$ cat config.mk
export PLATFORM = sky130hd
export DESIGN_NAME = input_buffer_ctrl
export DESIGN_NICKNAME = d
export VERILOG_FILES = /design/src/rtl/input_buffer_ctrl.sv
export SDC_FILE = /design/constraint.sdc
export NUM_CORES = 1
export LEC_CHECK = 0
export ABC_AREA = 1
export ABC_CLOCK_PERIOD_IN_PS = 2300
export BUFFER_PORTS_ARGS = -buffer_cell sky130_fd_sc_hd__clkbuf_2
export CORE_ASPECT_RATIO = 2
export CORE_MARGIN = 3
export CORE_UTILIZATION = 53
export DETAILED_ROUTE_END_ITERATION = 16
export PLACE_DENSITY = 0.87
export SLEW_MARGIN = 20
export SYNTH_ARGS = -nofsm -noshare
export SYNTH_HDL_FRONTEND = slang
export SYNTH_SLANG_ARGS = --single-unit
$ cat constraint.sdc
create_clock -name clk -period 2.3 [get_ports clk]
set_input_delay 0.23 -clock clk [delete_from_list [all_inputs] [get_ports clk]]
set_output_delay 0.23 -clock clk [all_outputs]
set_load 0.02 [all_outputs]
$ cat src/rtl/input_buffer_ctrl.sv
// Read sequencer for the 3-channel activation input buffer: issues one window
// read at a time, gated on channel occupancy and PE readiness, and checks the returned valids.
module ibc_ch_ready #(
    parameter int FF_ADDR_WIDTH = 3,
    parameter int NUM_RDATA     = 3
) (
    input  logic [FF_ADDR_WIDTH-1:0] cnt_i,
    output logic                     rdy_o
);
    // Compare one bit wider so a NUM_RDATA at the top of the counter range still works.
    localparam logic [FF_ADDR_WIDTH:0] RD_MIN = NUM_RDATA;

    assign rdy_o = ({1'b0, cnt_i} >= RD_MIN);
endmodule

module input_buffer_ctrl #(
    parameter int FF_ADDR_WIDTH = 3,
    parameter int NUM_RDATA     = 3,
    parameter int CNT_WIDTH     = 8,
    parameter int VAL_TIMEOUT   = 4
) (
    input  logic                     clk,
    input  logic                     rst,
    input  logic                     i_start,
    input  logic [CNT_WIDTH-1:0]     i_num_req,
    input  logic [FF_ADDR_WIDTH-1:0] i_data_counter_ch0,
    input  logic [FF_ADDR_WIDTH-1:0] i_data_counter_ch1,
    input  logic [FF_ADDR_WIDTH-1:0] i_data_counter_ch2,
    input  logic                     i_data_val_ch0,
    input  logic                     i_data_val_ch1,
    input  logic                     i_data_val_ch2,
    input  logic                     i_pe_ready,
    output logic                     o_data_req,
    output logic [CNT_WIDTH-1:0]     o_req_idx,
    output logic                     o_busy,
    output logic                     o_done,
    output logic                     o_err
);
    localparam int NUM_CH = 3;
    localparam int TMO_W  = $clog2(VAL_TIMEOUT + 1);
    localparam logic [TMO_W-1:0] TMO_LAST = TMO_W'(VAL_TIMEOUT - 1);

    typedef enum logic [2:0] {IDLE, CHECK, REQ, WAIT_VAL, DONE} state_t;

    state_t                              state_q;
    logic [CNT_WIDTH-1:0]                num_q;
    logic [CNT_WIDTH-1:0]                idx_q;
    logic [TMO_W-1:0]                    tmo_q;
    logic                                req_q, busy_q, done_q, err_q;

    logic [NUM_CH-1:0][FF_ADDR_WIDTH-1:0] ch_cnt;
    logic [NUM_CH-1:0]                   ch_rdy;
    logic [NUM_CH-1:0]                   ch_val;
    logic [CNT_WIDTH-1:0]                idx_d;
    logic                                issue_ok;

    assign ch_cnt   = {i_data_counter_ch2, i_data_counter_ch1, i_data_counter_ch0};
    assign ch_val   = {i_data_val_ch2, i_data_val_ch1, i_data_val_ch0};
    assign idx_d    = idx_q + CNT_WIDTH'(1);
    assign issue_ok = (&ch_rdy) && i_pe_ready;

    for (genvar c = 0; c < NUM_CH; c++) begin : g_ch
        ibc_ch_ready #(
            .FF_ADDR_WIDTH (FF_ADDR_WIDTH),
            .NUM_RDATA     (NUM_RDATA)
        ) u_rdy (
            .cnt_i (ch_cnt[c]),
            .rdy_o (ch_rdy[c])
        );
    end

    always_ff @(posedge clk or negedge rst) begin
        if (!rst) begin
            state_q <= IDLE;
            num_q   <= '0;
            idx_q   <= '0;
            tmo_q   <= '0;
            req_q   <= 1'b0;
            busy_q  <= 1'b0;
            done_q  <= 1'b0;
            err_q   <= 1'b0;
        end else begin
            req_q  <= 1'b0;
            done_q <= 1'b0;
            case (state_q)
                IDLE: begin
                    if (i_start) begin
                        err_q <= 1'b0;
                        if (i_num_req != '0) begin
                            num_q   <= i_num_req;
                            idx_q   <= '0;
                            busy_q  <= 1'b1;
                            state_q <= CHECK;
                        end else begin
                            done_q  <= 1'b1;
                            state_q <= DONE;
                        end
                    end
                end
                CHECK: begin
                    if (issue_ok) begin
                        req_q   <= 1'b1;
                        state_q <= REQ;
                    end
                end
                REQ: begin
                    tmo_q   <= '0;
                    state_q <= WAIT_VAL;
                end
                WAIT_VAL: begin
                    // A partial valid still consumes the read; it only flags the error.
                    if (|ch_val) begin
                        if (!(&ch_val))
                            err_q <= 1'b1;
                        idx_q <= idx_d;
                        if (idx_d == num_q) begin
                            busy_q  <= 1'b0;
                            done_q  <= 1'b1;
                            state_q <= DONE;
                        end else begin
                            state_q <= CHECK;
                        end
                    end else if (tmo_q == TMO_LAST) begin
                        err_q   <= 1'b1;
                        busy_q  <= 1'b0;
                        done_q  <= 1'b1;
                        state_q <= DONE;
                    end else begin
                        tmo_q <= tmo_q + TMO_W'(1);
                    end
                end
                DONE: begin
                    state_q <= IDLE;
                end
                default: begin
                    state_q <= IDLE;
                end
            endcase
        end
    end

    assign o_data_req = req_q;
    assign o_req_idx  = idx_q;
    assign o_busy     = busy_q;
    assign o_done     = done_q;
    assign o_err      = err_q;
endmodule

==> impl_results.md <==
- Final Setup Violations: 0
- Pwr Density: 924 mW/mm^2
- Die W: 43.6 um
- Sequential element share of the synthesized area: 43.4%
- Ant diodes: 0
- Worst endpoint required time: 2470 ps
- Worst EP arrival: 2080 ps
- Root Buffer: clkbuf_8
- Avg Inst Size Synth: 7.42 um^2
- WL final: 3480 um
- Drt wl/cell: 13.0 um
- Worst-path clk slew: 90 ps
- Gr usage total: 21.5%
- Post-route total power: 1630 uW
- Setup TNS: 0 ps
- CP startpoint kind: register
- Core ar.: 0.00264 mm^2
- # H-tree levels: 1
- EDFF count, synth: 0
- DRC Markers: 0
- Synth top area cells: dfrtp_1, nand2_1, inv_1
- Final Worst Setup Slack: 390 ps
- Hold Crit Class: in2reg
- Top cells by count, synth: nand2_1, inv_1, dfrtp_1, nand3_1, o21ai_0
- Area after DPL: 0.00171 mm^2
- Max Slew Vio Count: 0
- Period utilization: 83.1%
- Design area: 0.00176 mm^2
- VDD IR max: 484 uV
- Overflow after GRT: 0
- Status: completed
- Synth cell types: 25
- CTS Buf Count: 3
- Clk sinks: 26
- Via density per instance: 5.48
- Share of cells above drive strength 1: 19.5%
- Pre-CTS setup slack: 431 ps
- Starting density of the core: 56.9%
- Num ports: 36
- Netlist Area Pre-Place: 0.00150 mm^2
- Fmax: 523 MHz
- Max-cap viol count: 0
- Die span in y: 81.2 um
- Die ar.: 0.00354 mm^2
- Worst-case clock buffer depth: 2
- Syn Inst Count: 202
- WS Path Type: reg2reg
- Number of port buffers: 35
- Number of core rows: 26
- HPWL after DPL: 2680 um
- Nets@finish: 270
- Fin crit period: 1910 ps
- Async set or reset register ratio after synthesis: 100%
- Largest net degree at the start of global routing: 27
- Count leader, synth: nand2_1
- Drt initial violations: 50
- Synth Warn #: 0
- Final Skew: 3.52 ps
- Critical path peak fanout: 7
- Final hold vios: 0
- Net count after synthesis: 229
- Leak pwr: 0.000961 uW
- Vias in the first global route: 1458
- Vias: 1474
- Top cell type's share of synthesized area: 43.4%
- Syn-to-layout area delta: 17.7%
- Min Hold Slack: 209 ps
- Antenna violations before repair: 0
- Synth Register Bits: 26
- CTS tree: done
- Prevailing post-synth register cell: dfrtp_1
- RSZ-0062 raised after global routing: false
- Drt first pass iters: 4
- Yosys top cell by area: dfrtp_1
- Final Wtd Congestion: 0.887
- Worst skew pair latency: 270 ps
- First-pass GRT wire length: 5890 um
- Antenna Nets Post-Route: 0
- Worst-Margin Slew: 656 ps
- Max-slew headroom: 56.2%
- CP Capture Type: register
cells by family after synthesis:
logic type	synth area share (%)
AND/OR/NAND/NOR	32.6
adder cells (fa/ha/maj)	2.50
XOR/XNOR	3.26
buffers and inverters	8.76
AO/OA/AOI/OAI	9.52
flip-flops	43.4
placed cells by master, fill, tap and decap left out, types with 2 or more instances in the layout:
| cell type | n |
|---|---|
| nor2_1 | 13 |
| nand3_1 | 17 |
| clkbuf_8 | 3 |
| ha_1 | 3 |
| inv_1 | 34 |
| nor2_2 | 2 |
| nor3_1 | 4 |
| a21oi_1 | 5 |
| nand2_1 | 59 |
| xor2_1 | 2 |
| nand2_2 | 3 |
| clkbuf_2 | 35 |
| dfrtp_1 | 26 |
| o21ai_0 | 17 |
| nand4_1 | 5 |
metal layers:
layer  GRT usage [%]  vias up  part of all wire [%]
li1                -      726                     -
met1            21.4      699                    35
met2            41.5       42                    58
met3            2.66        7                   4.5
met4            9.67        0                   2.3
met5               0        -                     0
critical path, stage by stage, from the launching register on:
cell and delay (ps):
dfrtp_1 470, ha_1 270, inv_1 50, nand2_1 100, nand2_1 80, nand2_1 70
nand2_1 50, nor2_1 100, nand2_1 60, nor2_1 100, nand3_1 90, nand2_1 90
nand2_2 70, nand2_1 70, nand2_1 50, nand2_1 50, nand2_1 40
per-stage QoR:
stage / instances / util [%]
final: 269 / 67.0
after global routing: 269 / 67.0
after CTS: 269 / 67.0
after detailed placement: 265 / 65.0
after global placement: 265 / 65.0
after floorplan: 202 / -
cell type report:
class | instances | area, um^2
fillers | 231 | 871
multi-input cells | 141 | 717
flip-flops and latches | 26 | 651
repair buffers | 37 | 193
inverters | 34 | 128
clock buffers | 3 | 41.3
well taps | 28 | 35.0
sequential cells by signal, summed over array words and instances, names as in the netlist:
| register | flops |
|---|---|
| o_busy | 1 |
| o_done | 1 |
| state_q | 3 |
| num_q | 8 |
| o_data_req | 1 |
| o_req_idx | 8 |
| tmo_q | 3 |
| o_err | 1 |
repair_timing:
action                    in CTS  in global routing
hold endpoints to repair      13                  0
hold buffers                   1                  0
buffers inserted               0                  0
resized for setup              0                  0
report_power, final:
group / switching (uW) / total, uW / internal [uW]
clock network: 141 / 258 / 118
registers: 111 / 696 / 585
logic: 419 / 676 / 257
worst paths after layout:
check	end	from	cells past startpoint	slack, ps
min reg2reg	num_q[5]	num_q[5]	2	490
max	o_busy	o_req_idx[1]	16	390
max reg2reg	o_busy	o_req_idx[1]	16	390
min	num_q[6]	i_num_req[6]	3	210
max in group asynchronous	num_q[2]	rst	2	1360
min in group asynchronous	o_req_idx[2]	rst	2	520
Power figures use the tool's default switching activity.
